`src/rtl/alu_pkg.sv`:
```
// Shared ALU definitions: opcode encoding and the default width/latency,
// used by both the ALU and its issue controller so they cannot diverge.
package alu_pkg;

    typedef enum logic [1:0] {
        ALU_ADD = 2'b00,
        ALU_SUB = 2'b01,
        ALU_AND = 2'b10,
        ALU_OR  = 2'b11
    } alu_op_e;

    localparam int DEF_DATA_W  = 8;
    localparam int DEF_ALU_LAT = 2;

endpackage

```
`src/rtl/alu_issue_ctrl_if.sv`:
```
// Command and response valid/ready channels between a requester (master)
// and the ALU issue controller (slave).
interface alu_issue_ctrl_if
    import alu_pkg::*;
#(
    parameter int DATA_W = DEF_DATA_W,
    parameter int TAG_W  = 4
) ();

    logic              cmd_valid;
    logic              cmd_ready;
    alu_op_e           cmd_op;
    logic [DATA_W-1:0] cmd_a;
    logic [DATA_W-1:0] cmd_b;
    logic [TAG_W-1:0]  cmd_tag;

    logic              rsp_valid;
    logic              rsp_ready;
    logic [DATA_W-1:0] rsp_data;
    logic [TAG_W-1:0]  rsp_tag;

    modport master (
        output cmd_valid, cmd_op, cmd_a, cmd_b, cmd_tag, rsp_ready,
        input  cmd_ready, rsp_valid, rsp_data, rsp_tag
    );

    modport slave (
        input  cmd_valid, cmd_op, cmd_a, cmd_b, cmd_tag, rsp_ready,
        output cmd_ready, rsp_valid, rsp_data, rsp_tag
    );

endinterface

```
`src/rtl/alu_rsp_fifo.sv`:
```
// First-word-fall-through FIFO with occupancy count; the head entry is
// presented on rd_data whenever count is non-zero.
module alu_rsp_fifo
    import alu_pkg::*;
#(
    parameter int WIDTH = 12,
    parameter int DEPTH = 8
) (
    input  logic             clk,
    input  logic             rst_n,
    input  logic             wr_en,
    input  logic [WIDTH-1:0] wr_data,
    input  logic             rd_en,
    output logic [WIDTH-1:0] rd_data,
    output logic [$clog2(DEPTH+1)-1:0] count
);

    localparam int AW = $clog2(DEPTH);
    localparam int CW = $clog2(DEPTH+1);

    logic [WIDTH-1:0] mem [DEPTH];
    logic [AW-1:0]    wr_ptr;
    logic [AW-1:0]    rd_ptr;
    logic             rd_ok;
    logic             full;

    assign rd_ok   = rd_en && (count != '0);
    assign full    = (count == CW'(DEPTH));
    assign rd_data = mem[rd_ptr];

    always_ff @(posedge clk) begin
        if (wr_en) begin
            mem[wr_ptr] <= wr_data;
        end
    end

    // Pointers wrap naturally because DEPTH is a power of two.
    always_ff @(posedge clk or negedge rst_n) begin
        if (!rst_n) begin
            wr_ptr <= '0;
            rd_ptr <= '0;
            count  <= '0;
        end else begin
            if (wr_en) begin
                wr_ptr <= wr_ptr + AW'(1);
            end
            if (rd_ok) begin
                rd_ptr <= rd_ptr + AW'(1);
            end
            case ({wr_en, rd_ok})
                2'b10:   count <= count + CW'(1);
                2'b01:   count <= count - CW'(1);
                default: count <= count;
            endcase
        end
    end

    a_no_overflow: assert property (@(posedge clk) disable iff (!rst_n)
        !(wr_en && full && !rd_ok));

endmodule

```
`src/rtl/alu_issue_ctrl.sv`:
```
// Issue front end for the two-stage ALU: registers commands onto the ALU,
// tracks them through its fixed latency and returns results in issue order.
// Optional ALU_ISSUE_STATS_EN adds saturating issue/stall counters.
module alu_issue_ctrl
    import alu_pkg::*;
#(
    parameter int DATA_W    = DEF_DATA_W,
    parameter int TAG_W     = 4,
    parameter int ALU_LAT   = DEF_ALU_LAT,
    parameter int RSP_DEPTH = 8
) (
    input  logic              clk,
    input  logic              rst_n,
    alu_issue_ctrl_if.slave   bus,
    output logic [1:0]        alu_opcode,
    output logic [DATA_W-1:0] alu_a,
    output logic [DATA_W-1:0] alu_b,
    input  logic [DATA_W-1:0] alu_result,
    output logic              busy
`ifdef ALU_ISSUE_STATS_EN
    ,
    output logic [15:0]       stat_issued,
    output logic [15:0]       stat_stall
`endif
);

    localparam int OCC_W = $clog2(RSP_DEPTH+1);
    localparam int ENT_W = DATA_W + TAG_W;

    logic             issue_p0;
    logic             pop;
    logic [OCC_W-1:0] occ;
    logic [OCC_W-1:0] fifo_cnt;
    logic [ENT_W-1:0] fifo_head;

    logic             trk_vld_p [ALU_LAT+1];
    logic [TAG_W-1:0] trk_tag_p [ALU_LAT+1];

    // Credits cover both in-flight and buffered results, so a result always
    // finds a free FIFO slot even though the ALU cannot be stalled.
    assign bus.cmd_ready = (occ < OCC_W'(RSP_DEPTH));
    assign issue_p0      = bus.cmd_valid && bus.cmd_ready;
    assign pop           = bus.rsp_valid && bus.rsp_ready;
    assign busy          = (occ != '0);

    // Issue stage: operands registered onto the ALU inputs
    always_ff @(posedge clk or negedge rst_n) begin
        if (!rst_n) begin
            alu_opcode <= '0;
            alu_a      <= '0;
            alu_b      <= '0;
        end else if (issue_p0) begin
            alu_opcode <= bus.cmd_op;
            alu_a      <= bus.cmd_a;
            alu_b      <= bus.cmd_b;
        end
    end

    // Tracking stages: valid/tag follow each op until its result is ready
    always_ff @(posedge clk or negedge rst_n) begin
        if (!rst_n) begin
            for (int i = 0; i <= ALU_LAT; i++) begin
                trk_vld_p[i] <= 1'b0;
            end
        end else begin
            trk_vld_p[0] <= issue_p0;
            for (int i = 1; i <= ALU_LAT; i++) begin
                trk_vld_p[i] <= trk_vld_p[i-1];
            end
        end
    end

    always_ff @(posedge clk) begin
        trk_tag_p[0] <= bus.cmd_tag;
        for (int i = 1; i <= ALU_LAT; i++) begin
            trk_tag_p[i] <= trk_tag_p[i-1];
        end
    end

    always_ff @(posedge clk or negedge rst_n) begin
        if (!rst_n) begin
            occ <= '0;
        end else begin
            case ({issue_p0, pop})
                2'b10:   occ <= occ + OCC_W'(1);
                2'b01:   occ <= occ - OCC_W'(1);
                default: occ <= occ;
            endcase
        end
    end

    // Response stage: capture result with its tag when the tail is valid
    alu_rsp_fifo #(
        .WIDTH (ENT_W),
        .DEPTH (RSP_DEPTH)
    ) u_rsp_fifo (
        .clk     (clk),
        .rst_n   (rst_n),
        .wr_en   (trk_vld_p[ALU_LAT]),
        .wr_data ({alu_result, trk_tag_p[ALU_LAT]}),
        .rd_en   (pop),
        .rd_data (fifo_head),
        .count   (fifo_cnt)
    );

    // Storage is not reset, so the head is masked while the FIFO is empty.
    assign bus.rsp_valid = (fifo_cnt != '0);
    assign bus.rsp_data  = bus.rsp_valid ? fifo_head[ENT_W-1:TAG_W] : '0;
    assign bus.rsp_tag   = bus.rsp_valid ? fifo_head[TAG_W-1:0]     : '0;

`ifdef ALU_ISSUE_STATS_EN
    always_ff @(posedge clk or negedge rst_n) begin
        if (!rst_n) begin
            stat_issued <= '0;
            stat_stall  <= '0;
        end else begin
            if (issue_p0 && (stat_issued != 16'hFFFF)) begin
                stat_issued <= stat_issued + 16'd1;
            end
            if (bus.cmd_valid && !bus.cmd_ready && (stat_stall != 16'hFFFF)) begin
                stat_stall <= stat_stall + 16'd1;
            end
        end
    end
`endif

endmodule

```
`src/flat_wrapper.sv`:
```
// flat-port wrapper written by rule: the top's interface ports become plain ports
module alu_issue_ctrl_flat import alu_pkg::*;
#(
    parameter int DATA_W    = DEF_DATA_W,
    parameter int TAG_W     = 4,
    parameter int ALU_LAT   = DEF_ALU_LAT,
    parameter int RSP_DEPTH = 8
)
  (clk, rst_n, alu_opcode, alu_a, alu_b, alu_result, busy, bus_cmd_valid, bus_cmd_op, bus_cmd_a, bus_cmd_b, bus_cmd_tag, bus_rsp_ready, bus_cmd_ready, bus_rsp_valid, bus_rsp_data, bus_rsp_tag);
  alu_issue_ctrl_if #(.DATA_W(DATA_W), .TAG_W(TAG_W)) bus_i ();
  input  logic clk;
  input  logic rst_n;
  output logic [1:0] alu_opcode;
  output logic [DATA_W-1:0] alu_a;
  output logic [DATA_W-1:0] alu_b;
  input  logic [DATA_W-1:0] alu_result;
  output logic busy;
  input wire logic [$bits(bus_i.cmd_valid)-1:0] bus_cmd_valid;
  input wire logic [$bits(bus_i.cmd_op)-1:0] bus_cmd_op;
  input wire logic [$bits(bus_i.cmd_a)-1:0] bus_cmd_a;
  input wire logic [$bits(bus_i.cmd_b)-1:0] bus_cmd_b;
  input wire logic [$bits(bus_i.cmd_tag)-1:0] bus_cmd_tag;
  input wire logic [$bits(bus_i.rsp_ready)-1:0] bus_rsp_ready;
  output wire logic [$bits(bus_i.cmd_ready)-1:0] bus_cmd_ready;
  output wire logic [$bits(bus_i.rsp_valid)-1:0] bus_rsp_valid;
  output wire logic [$bits(bus_i.rsp_data)-1:0] bus_rsp_data;
  output wire logic [$bits(bus_i.rsp_tag)-1:0] bus_rsp_tag;
  assign bus_i.cmd_valid = bus_cmd_valid;
  assign bus_i.cmd_op = bus_cmd_op;
  assign bus_i.cmd_a = bus_cmd_a;
  assign bus_i.cmd_b = bus_cmd_b;
  assign bus_i.cmd_tag = bus_cmd_tag;
  assign bus_i.rsp_ready = bus_rsp_ready;
  assign bus_cmd_ready = bus_i.cmd_ready;
  assign bus_rsp_valid = bus_i.rsp_valid;
  assign bus_rsp_data = bus_i.rsp_data;
  assign bus_rsp_tag = bus_i.rsp_tag;
  alu_issue_ctrl #(.DATA_W(DATA_W), .TAG_W(TAG_W), .ALU_LAT(ALU_LAT), .RSP_DEPTH(RSP_DEPTH)) u_core (.clk(clk), .rst_n(rst_n), .bus(bus_i), .alu_opcode(alu_opcode), .alu_a(alu_a), .alu_b(alu_b), .alu_result(alu_result), .busy(busy));
endmodule
```
`config.mk`:
```
export PLATFORM = sky130hd
export DESIGN_NAME = alu_issue_ctrl_flat
export DESIGN_NICKNAME = d
export VERILOG_FILES = /design/src/rtl/alu_pkg.sv /design/src/rtl/alu_issue_ctrl_if.sv /design/src/rtl/alu_rsp_fifo.sv /design/src/rtl/alu_issue_ctrl.sv /design/src/flat_wrapper.sv
export SDC_FILE = /design/constraint.sdc
export NUM_CORES = 1
export LEC_CHECK = 0
export CORE_MARGIN = 2
export CORE_UTILIZATION = 53
export DETAILED_ROUTE_END_ITERATION = 6
export DONT_BUFFER_PORTS = 1
export GPL_ROUTABILITY_DRIVEN = 0
export HOLD_SLACK_MARGIN = 0.12
export MAX_ROUTING_LAYER = met4
export PLACE_DENSITY = 0.68
export SLEW_MARGIN = 20
export SYNTH_ARGS = -nofsm -noshare
export SYNTH_HDL_FRONTEND = slang
export SYNTH_SLANG_ARGS = --single-unit
```
`constraint.sdc`:
```
create_clock -name clk -period 2.9 [get_ports clk]
set_input_delay 0.29 -clock clk [delete_from_list [all_inputs] [get_ports clk]]
set_output_delay 0.29 -clock clk [all_outputs]
set_load 0.02 [all_outputs]
```
==> results of run 1 <==
flip-flops by register name, summed over array words and instances, names as in the netlist:
name	count
u_core.u_rsp_fifo.wr_ptr	3
u_core.u_rsp_fifo.rd_ptr	3
u_core.alu_opcode	2
u_core.alu_b	8
u_core.u_rsp_fifo.mem	96
u_core.occ	4
u_core.trk_vld_p	3
u_core.u_rsp_fifo.count	4
u_core.trk_tag_p	12
u_core.alu_a	8
report_power, final:
group / total (W) / internal [W] / leakage (nW) / switching [W]
sequential: 0.00310 / 0.00259 / 1.38 / 0.000515
clock: 0.00228 / 0.00149 / 0.306 / 0.000793
combinational: 0.00181 / 0.000865 / 0.754 / 0.000949
what timing repair did:
action,in CTS,in global routing
hold endpoints to repair,122,0
hold buffers,33,0
buffers inserted,0,0
area by class of cell:
type	instances	area (µm²)	area share, %
clock inverters	13	211	3.17
inverters	4	15.0	0.225
clock buffers	19	422	6.32
flip-flops and latches	143	4000	60.0
multi-input cells	130	1420	21.2
well taps	136	170	2.55
repair buffers	46	438	6.57
worst paths after layout:
path / to / startpoint / cells past startpoint / slack (ns)
max reg2reg: u_core.occ[2]$_DFFE_PN0P_ / u_core.u_rsp_fifo.count[1]$_DFFE_PN0P_ / 9 / 0.66
min reg2reg: u_core.trk_tag_p[0][8]$_DFF_P_ / u_core.trk_tag_p[0][4]$_DFF_P_ / 0 / 0.33
min in group asynchronous: u_core.trk_vld_p[2]$_DFF_PN0_ / rst_n / 2 / 0.25
max: bus_rsp_tag[3] / u_core.u_rsp_fifo.rd_ptr[1]$_DFFE_PN0N_ / 4 / 0.34
min: u_core.trk_vld_p[2]$_DFF_PN0_ / bus_cmd_valid / 2 / 0.17
max in group asynchronous: u_core.u_rsp_fifo.count[2]$_DFFE_PN0P_ / rst_n / 2 / 2.48
cell families (layout without fill, tap and decap cells):
| kind of cell | count (synthesis) | count (layout) |
|---|---|---|
| flops | 143 | 143 |
| mux | 58 | 58 |
| simple gates | 43 | 43 |
| buf+inv | 15 | 82 |
| xor+xnor | 14 | 14 |
| fa+ha+maj | 8 | 8 |
| compound gates | 7 | 7 |
routing by layer:
layer  part of all wire (%)  vias to the layer above
met4                    1.4                        0
met2                     52                       62
li1                       -                     1217
met3                    5.2                       10
met5                      0                        -
met1                     42                     1373
cell usage in the layout (no fill, tap or decap), drive strengths merged, types with 2 or more instances in the layout:
cell type     n
mux4         24
mux2i        12
clkbuf       19
buf          14
mux2         22
edfxtp       96
dfrtp        35
nor4          2
nor2b         3
nor2         21
inv           5
xor2          9
nand2         6
bufinv        5
xnor2         5
clkinv        6
dfxtp        12
ha            8
a21oi         5
nand2b        4
nor3          3
dlygate4sd3  32
stage by stage:
step	utilization, %	cells
3_5_place_dp	55.7	426
4_1_cts	65.2	491
6_report	65.2	491
3_3_place_gp	55.7	426
2_1_floorplan	-	288
5_1_grt	65.2	491
==> flow_summary_export.csv, run 1 <==
group,metric,value,unit
drt,via_count,2662,
sta,setup_viol,0,
power,p_per_area,1080,nW/µm²
synth,synth_top_family_by_area,"multiplexers",
synth,syn_nets,330,
floorplan,initial_utilization,53.9,%
placed_design,dp_hpwl,5440,µm
clock_network,clock-sinks,143,
final_layout,final_nets,384,
global_routing,grt_use_met1,24.1,%
sta,setup_tns,0,ns
setup_path,path_buf_inv,1,
status,outcome,"complete, no violations",
synth,synth_edf_count,96,
sta,rsz0062_at_grt,"no",
sta,holdWs,0.169,ns
drt,drcViolationCount,0,
setup_path,required,2.61,ns
synth,synth_top_area_share,52.3,%
setup_path,endpoint_kind,"primary output",
clock_network,clk_latency,0.51,ns
run,cap_violations,0,
drt,postRouteAntennaNets,0,
power,peakVddDrop,667,µV
placed_design,place_area,5700,µm²
drt,vias_per_cell,5.42,
sta,fin_crit_sh,88.1,%
global_routing,grt_pass1_vias,2825,
synth,synth.distinct_cells,33,
final_layout,fin_area,6670,µm²
synth,synth_fa_ha_area_share,1.82,%
global_routing,grt_use_total,19.6,%
floorplan,ios,67,
synth,ys_seq_elements,143,
setup_path,crit_chain,"buf_4, mux4_2, mux2i_1, nor2_1",
clock_network,clock_tree.root_cell,"clkbuf_8",
global_routing,busiest_layer,"met2",
synth,yosys.area.top_type,"edfxtp_1",
synth,synthArstFlopShare,24.5,%
global_routing,grt_pass1_wl,15400,µm
placed_design,portBuffers,0,
drt,drt_iter0_drc,195,
sta,hold_viol,0,
synth,yosysMostFrequentCell,"edfxtp_1",
sta,fmax,391,MHz
clock_network,path_clk_slew,0.06,ns
setup_path,critPathMaxStageDelay,0.68,ns
sta,worst_slew_pin_slew,0.864,ns
synth,synth_ff_type,"edfxtp_1",
floorplan,die-height,106,µm
setup_path,slowest_stage,"dfrtp_1",
synth,synthCells,288,
synth,synthMuxAreaShare,16.8,%
clock_network,h-tree-depth,4,
global_routing,use_met2,31.8,%
floorplan,dieArea,11200,µm²
global_routing,antenna_found_initial,0,
final_layout,layout-drive-gt1-share,24.8,%
sta,post-route-worst-setup-slack,0.344,ns
clock_network,clockBufferDepth,2,
synth,yosysSeqAreaShare,72.5,%
setup_path,crit_type,"reg -> out",
sta,slew_headroom,42.4,%
global_routing,grt_max_degree,36,
floorplan,die_w,106,µm
final_layout,nFillCells,681,
floorplan,rows,37,
drt,routedWlPerCell,19.7,µm
synth,synth_xor_area_share,2.22,%
synth,synth_common_cells,"edfxtp_1 (96), dfrtp_1 (35), mux2_2 (21), nor2_1 (21), mux4_2 (20)",
setup_path,cpLargestDelayFamily,"flip-flops",
drt,drt-pass1-iter-count,4,
setup_path,arrival,2.27,ns
clock_network,cts_tree,"built",
clock_network,ctsResizeCount,0,
synth,synth_area_per_cell,19.1,µm²
synth,synth_area,5510,µm²
placed_design,dp_slack,0.647,ns
sta,skew,0.00775,ns
power,fin_total_pwr,0.00720,W
synth,synth-simple-area-share,4.06,%
power,power_leakage,2.44,nW
setup_path,setup.worst_path.start_class,"flop",
hold_path,hp-class,"in -> reg",
sta,slew_violations,0,
final_layout,area_growth,21.0,%
floorplan,core-area,10200,µm²
final_layout,antenna_cells,0,
global_routing,gr-usage-met3,4.97,%
setup_path,cp_max_fo,16,
synth,synth-compound-area-share,0.749,%
drt,wirelength,9660,µm
clock_network,numCtsBuffers,17,
synth,synth_warnings,0,
sta,finalCriticalPeriod,2.56,ns
synth,ys_top_cells_by_area,"edfxtp_1 (52%), dfrtp_1 (16%), mux4_2 (8.2%)",
global_routing,globalRoute.totalOverflow,0,
(Power assumes the default switching activity.)
==> inputs of run 2 (changes only) <==
--- a/config.mk
+++ b/config.mk
@@ -16,4 +16,5 @@
 export SLEW_MARGIN = 20
 export SYNTH_ARGS = -nofsm -noshare
 export SYNTH_HDL_FRONTEND = slang
+export SYNTH_HIERARCHICAL = 1
 export SYNTH_SLANG_ARGS = --single-unit
==> run 2 against run 1 <==
Compared with the run above:
- total power is 1.3% lower
- register-to-register slack lost 0.40 ns
- clock skew about the same
- routed wire length fell by 1.9%
- via count grew 0.38%
- non-clock buffer count is 1 lower
- worst hold slack lost 0.0094 ns
- clock power shrank 4%
==> flow_summary_export.csv, run 2 <==
group,metric,value,unit
floorplan,rows,37,
synth,synth_edf_count,96,
synth,synth_warnings,6,
setup_path,endpoint_kind,"flop",
power,p_sw_share,30.9,%
synth,synthArstFlopShare,24.5,%
clock_network,path_clk_slew,0.06,ns
run,cap_violations,0,
synth,synth_area_per_cell,19.4,µm²
setup_path,crit_path_frequent_cell,"xor2_1",
clock_network,clk_latency,0.52,ns
power,comb_power_share,26.2,%
power,switching_power,0.00220,W
synth,yosysSeqAreaShare,71.4,%
final_layout,final_common_cell,"edfxtp_1",
sta,worst_slew_pin_slew,0.742,ns
power,p_per_area,1050,nW/µm²
global_routing,antenna_found_initial,0,
setup_path,reg2reg_setup_slack,0.26,ns
setup_path,critPathMaxStageDelay,0.65,ns
final_layout,top_regs,"u_core/u_rsp_fifo/mem x96, u_core/trk_tag_p x12",
sta,slew_violations,0,
placed_design,portBuffers,0,
floorplan,dieArea,11400,µm²
synth,syn_nets,331,
sta,hold_viol,0,
synth,synth_ff_type,"edfxtp_1",
synth,synth_common_cells,"edfxtp_1 (96), dfrtp_1 (35), mux2_2 (32), mux4_1 (21), nor2b_1 (15)",
floorplan,initial_utilization,54.5,%
drt,drt-pass1-iter-count,4,
final_layout,area_growth,20.9,%
floorplan,core-area,10300,µm²
synth,synth_area,5600,µm²
drt,drcViolationCount,0,
synth,synth.distinct_cells,28,
sta,fmax,378,MHz
synth,ys_seq_elements,143,
final_layout,layout_common_cells,"edfxtp_1 (96), dfrtp_1 (35), mux2_2 (32), dlygate4sd3_1 (31), mux4_1 (21)",
clock_network,clockBufferDepth,2,
sta,rsz0062_at_grt,"no",
sta,finalCriticalPeriod,2.64,ns
setup_path,crit_chain,"o41ai_1, inv_1, ha_1, xor2_1, ha_1, a21oi_1, xor2_1, nor2_1, xor2_1",
drt,drt_iter0_drc,189,
clock_network,clock_tree.root_cell,"clkbuf_8",
drt,via_count,2672,
global_routing,grt_max_degree,36,
setup_path,setup.worst_path.start_class,"flop",
drt,wirelength,9480,µm
power,clkPwrFrac,30.9,%
synth,yosys.area.top_type,"edfxtp_1",
clock_network,cts_tree,"built",
sta,fin_crit_sh,91.1,%
setup_path,required,3.30,ns
sta,slew_headroom,50.5,%
status,outcome,"complete, no violations",
setup_path,arrival,3.04,ns
global_routing,globalRoute.totalOverflow,0,
clock_network,numCtsBuffers,17,
clock_network,clock-sinks,143,
hold_path,hp-class,"in -> reg",
clock_network,h-tree-depth,4,
setup_path,cp_max_fo,6,
final_layout,largest_reg_flops,96,
global_routing,grt_pass1_wl,14800,µm
synth,synth_top_area_share,51.5,%
power,fin_total_pwr,0.00710,W
final_layout,regMostFlops,"u_core/u_rsp_fifo/mem",
global_routing,grt_use_total,18.7,%
power,peakVddDrop,707,µV
setup_path,slowest_stage,"o41ai_1",
global_routing,grt_pass1_vias,2843,
setup_path,crit_type,"reg -> reg",
floorplan,die_w,107,µm
sta,skew,0.00798,ns
placed_design,dp_hpwl,5360,µm
final_layout,antenna_cells,0,
synth,synthCells,289,
sta,setup_tns,0,ns
drt,postRouteAntennaNets,0,
power,seqPwrFrac,42.8,%
floorplan,ios,67,
sta,setup_viol,0,
final_layout,final_nets,385,
drt,routedWlPerCell,19.3,µm
power,p_int,0.00491,W
synth,ys_top_cells_by_area,"edfxtp_1 (51%), dfrtp_1 (16%), mux4_1 (9.9%)",
final_layout,layout-drive-gt1-share,23.3,%
floorplan,die-height,107,µm
sta,holdWs,0.160,ns
drt,vias_per_cell,5.43,
synth,yosysMostFrequentCell,"edfxtp_1",
power,power_leakage,2.49,nW
## run 2: cell types whose count changed after synthesis, moves of 3 or more
cell	change
nand2_1	+3
nor2_1	-12
mux2i_1	-11
mux4_1	+17
mux2_2	+11
mux4_2	-17
nor2b_1	+13
## run 2: cell type report
type	count	area, µm²
inverters	5	18.8
well taps	136	170
clock inverters	6	61.3
repair buffers	45	428
clock buffers	26	563
fillers	738	3510
flip-flops and latches	143	4000
multi-input cells	131	1530
## run 2: final timing paths
path,startpoint,endpoint,cells past startpoint
max in group asynchronous,rst_n,u_core/alu_a[2]$_DFFE_PN0P_,2
hold reg to reg,u_core/trk_tag_p[0][3]$_DFF_P_,u_core/trk_tag_p[0][7]$_DFF_P_,0
setup reg to reg,u_core/u_rsp_fifo/count[2]$_DFFE_PN0P_,u_core/u_rsp_fifo/count[2]$_DFFE_PN0P_,9
hold / removal,bus_rsp_ready,u_core/u_rsp_fifo/rd_ptr[0]$_DFFE_PN0N_,3
min in group asynchronous,rst_n,u_core/u_rsp_fifo/count[2]$_DFFE_PN0P_,2
setup / recovery,u_core/u_rsp_fifo/count[2]$_DFFE_PN0P_,u_core/u_rsp_fifo/count[2]$_DFFE_PN0P_,9
## run 2: metal layers
| metal | track usage (%) | wire length (µm) | vias up |
|---|---|---|---|
| li1 | - | - | 1239 |
| met1 | 22.6 | 4010 | 1357 |
| met2 | 29.8 | 4910 | 69 |
| met3 | 6.44 | 463 | 7 |
| met4 | 6.49 | 95 | 0 |
| met5 | - | 0 | - |
## run 2: what timing repair did
action | CTS | global route
setup buffers | 0 | 0
gates resized for setup | 0 | 0
setup endpoints to repair | 0 | 0
endpoints found under the hold margin | 121 | 0
hold buffers | 32 | 0
## run 2: stage by stage
stage | cells | instance area (µm²) | setup slack, ns | util [%]
after floorplan | 289 | 5600 | 0.303 | -
after global placement | 428 | 5820 | 0.402 | 56.6
after detailed placement | 428 | 5820 | 0.291 | 56.6
after CTS | 492 | 6770 | 0.267 | 65.9
after global routing | 492 | 6770 | 0.00480 | 65.9
final | 492 | 6770 | 0.257 | 65.9
## run 2: logic make-up after synthesis
group | share of synthesized area (%)
buf+inv | 1.50
xor+xnor | 2.19
mux | 17.9
simple gates | 4.44
fa+ha+maj | 1.79
compound gates | 0.827
flops | 71.4
## run 2: power groups by stage
stage / clock, W / combinational [W] / sequential [W]
finish: 0.00220 / 0.00186 / 0.00304
CTS: 0.00224 / 0.00189 / 0.00305
detailed placement: 0 / 0.00182 / 0.00308
floorplan: 0 / 0.00156 / 0.00297
global placement: 0 / 0.00178 / 0.00307
global route: 0.00233 / 0.00203 / 0.00310
## run 2: worst max-delay path: cells and delay by family (launching register included)
kind,cells,cell delay [ns]
AOI/OAI and AO/OA,2,0.82
adders and majority gates,2,0.49
xor gates and xnor gates,3,0.48
DFF,1,0.47
buffers and inverters,1,0.20
and+or+nand+nor,1,0.06
==> inputs of run 3 (changes only) <==
--- a/config.mk
+++ b/config.mk
@@ -12,7 +12,7 @@
 export GPL_ROUTABILITY_DRIVEN = 0
 export HOLD_SLACK_MARGIN = 0.12
 export MAX_ROUTING_LAYER = met4
-export PLACE_DENSITY = 0.68
+export PLACE_DENSITY = 0.75
 export SLEW_MARGIN = 20
 export SYNTH_ARGS = -nofsm -noshare
 export SYNTH_HDL_FRONTEND = slang
==> run 3 against run 2 <==
Compared with the run above:
- worst setup slack lost 0.029 ns
- die area is the same
- via count grew 0.49%
- worst hold slack gained 0.036 ns
- non-clock buffer count grew 1
- critical path type is now reg -> out
==> flow_summary_export.csv, run 3 (synthesis results as in run 2) <==
group,metric,value,unit
sta,fmax,374,MHz
floorplan,ios,67,
run,cap_violations,0,
drt,wirelength,9650,µm
global_routing,grt_pass1_vias,2938,
final_layout,final_nets,386,
placed_design,dp_slack,0.289,ns
sta,worst_slew_pin_slew,0.747,ns
final_layout,layout-drive-gt1-share,24.1,%
sta,finalCriticalPeriod,2.67,ns
final_layout,layout_common_cells,"edfxtp_1 (96), dfrtp_1 (35), mux2_2 (32), dlygate4sd3_1 (31), mux4_1 (21)",
global_routing,antenna_found_initial,0,
clock_network,clk_latency,0.51,ns
sta,slew_violations,0,
final_layout,largest_reg_flops,96,
floorplan,die_w,107,µm
global_routing,grt_use_total,19.4,%
global_routing,globalRoute.totalOverflow,0,
hold_path,hp-class,"in -> reg",
global_routing,grt_max_degree,36,
setup_path,required,2.61,ns
setup_path,cp_max_fo,25,
floorplan,initial_utilization,54.5,%
final_layout,final_common_cell,"edfxtp_1",
sta,setup_tns,0,ns
floorplan,rows,37,
setup_path,cpLargestDelayFamily,"multiplexers",
sta,slew_headroom,50.2,%
drt,vias_per_cell,5.45,
floorplan,dieArea,11400,µm²
sta,post-route-worst-setup-slack,0.229,ns
clock_network,numCtsBuffers,17,
sta,setup_viol,0,
placed_design,portBuffers,0,
setup_path,arrival,2.38,ns
sta,fin_crit_sh,92.1,%
power,power_leakage,2.46,nW
sta,skew,0.00771,ns
power,peakVddDrop,708,µV
sta,hold_viol,0,
setup_path,setup.worst_path.start_class,"flop",
power,p_per_area,1030,nW/µm²
setup_path,crit_type,"reg -> out",
clock_network,ctsResizeCount,0,
final_layout,nFillCells,709,
drt,via_count,2685,
clock_network,clockBufferDepth,2,
floorplan,die-height,107,µm
setup_path,path_buf_inv,1,
clock_network,clock_tree.root_cell,"clkbuf_8",
final_layout,top_regs,"u_core/u_rsp_fifo/mem x96, u_core/trk_tag_p x12",
clock_network,clock-sinks,143,
sta,rsz0062_at_grt,"no",
clock_network,h-tree-depth,4,
drt,drcViolationCount,0,
drt,postRouteAntennaNets,0,
final_layout,antenna_cells,0,
drt,routedWlPerCell,19.6,µm
placed_design,dp_hpwl,5650,µm
clock_network,cts_tree,"built",
clock_network,path_clk_slew,0.06,ns
final_layout,regMostFlops,"u_core/u_rsp_fifo/mem",
setup_path,slowest_stage,"mux4_1",
drt,drt_iter0_drc,155,
setup_path,critPathMaxStageDelay,0.62,ns
status,outcome,"complete, no violations",
setup_path,crit_chain,"buf_4, mux4_1, mux2_2, nor2b_1",
floorplan,core-area,10300,µm²
final_layout,area_growth,19.8,%
global_routing,grt_pass1_wl,15600,µm
setup_path,endpoint_kind,"primary output",
drt,drt-pass1-iter-count,4,
-- run 3: changes by cell type in the layout (fill, tap and decap cells not counted), moves of 2 or more --
cell        previous run  this run
clkbuf_16             20        16
clkbuf_1               2         0
clkinvlp_4             0         2
clkbuf_8               4         1
inv_4                  2         0
inv_8                  0         3
clkinv_4               0         2
inv_6                  1         5
-- run 3: final timing paths --
check                                                          end  slack (ns)                               startpoint  cells past startpoint
max in group asynchronous              u_core/alu_a[2]$_DFFE_PN0P_        2.49                                    rst_n                      2
min reg2reg                         u_core/trk_tag_p[0][4]$_DFF_P_        0.33           u_core/trk_tag_p[0][0]$_DFF_P_                      0
max                                                 bus_rsp_tag[1]        0.23  u_core/u_rsp_fifo/rd_ptr[0]$_DFFE_PN0N_                      4
min in group asynchronous                u_core/occ[3]$_DFFE_PN0P_        0.24                                    rst_n                      2
max reg2reg                 u_core/u_rsp_fifo/count[2]$_DFFE_PN0P_        0.29   u_core/u_rsp_fifo/count[2]$_DFFE_PN0P_                     11
min                        u_core/u_rsp_fifo/rd_ptr[0]$_DFFE_PN0N_        0.20                            bus_rsp_ready                      3
-- run 3: final cells by class --
class	instances	area (µm²)	share of cell area [%]
Clock inverter	15	150	2.24
Multi-Input combinational cell	131	1520	22.7
Timing Repair Buffer	46	435	6.49
Tap cell	136	170	2.54
Clock buffer	17	414	6.17
Sequential cell	143	4000	59.6
Inverter	5	18.8	0.280
-- run 3: power breakdown --
group          leakage, nW  internal, W  total [W]  switching (W)
registers             1.38      0.00257    0.00305       0.000475
logic                0.804     0.000910    0.00186       0.000945
clock network        0.272      0.00116    0.00202       0.000857
total                 2.46      0.00465    0.00692        0.00228
-- run 3: per-stage QoR --
| step | hold slack, ns | std cells | power [W] | area [µm²] | utilization [%] |
|---|---|---|---|---|---|
| 5_1_grt | 0.188 | 493 | 0.00729 | 6710 | 65.3 |
| 3_3_place_gp | -0.00461 | 429 | 0.00481 | 5810 | 56.6 |
| 4_1_cts | 0.162 | 493 | 0.00699 | 6710 | 65.3 |
| 6_report | 0.195 | 493 | 0.00692 | 6710 | 65.3 |
| 3_5_place_dp | -0.00447 | 429 | 0.00489 | 5810 | 56.6 |
| 2_1_floorplan | -0.00559 | 289 | 0.00453 | 5600 | - |
-- run 3: worst reg2reg max path: stages (launching register included) --
cell	delay [ns]
dfrtp_1	0.46
nor4_2	0.37
nor2b_1	0.15
o41ai_1	0.15
inv_1	0.19
ha_1	0.30
xor2_1	0.17
ha_1	0.18
a21oi_1	0.15
xor2_1	0.15
nor2_1	0.06
xor2_1	0.14
-- run 3: per-layer routing --
metal  global-route usage (%)  wire, µm  share of wire, %  up-vias
met5                        -         0                 0        -
met4                     6.68        44              0.46        0
met3                     5.41       536               5.6        4
met2                     32.3      5080                53       92
met1                     22.9      3980                41     1345
li1                         -         -                 -     1244
-- run 3: repair_timing --
action                    4_1_cts  5_1_grt
hold buffers                   32        0
buffers inserted                0        0
hold endpoints to repair      121        0
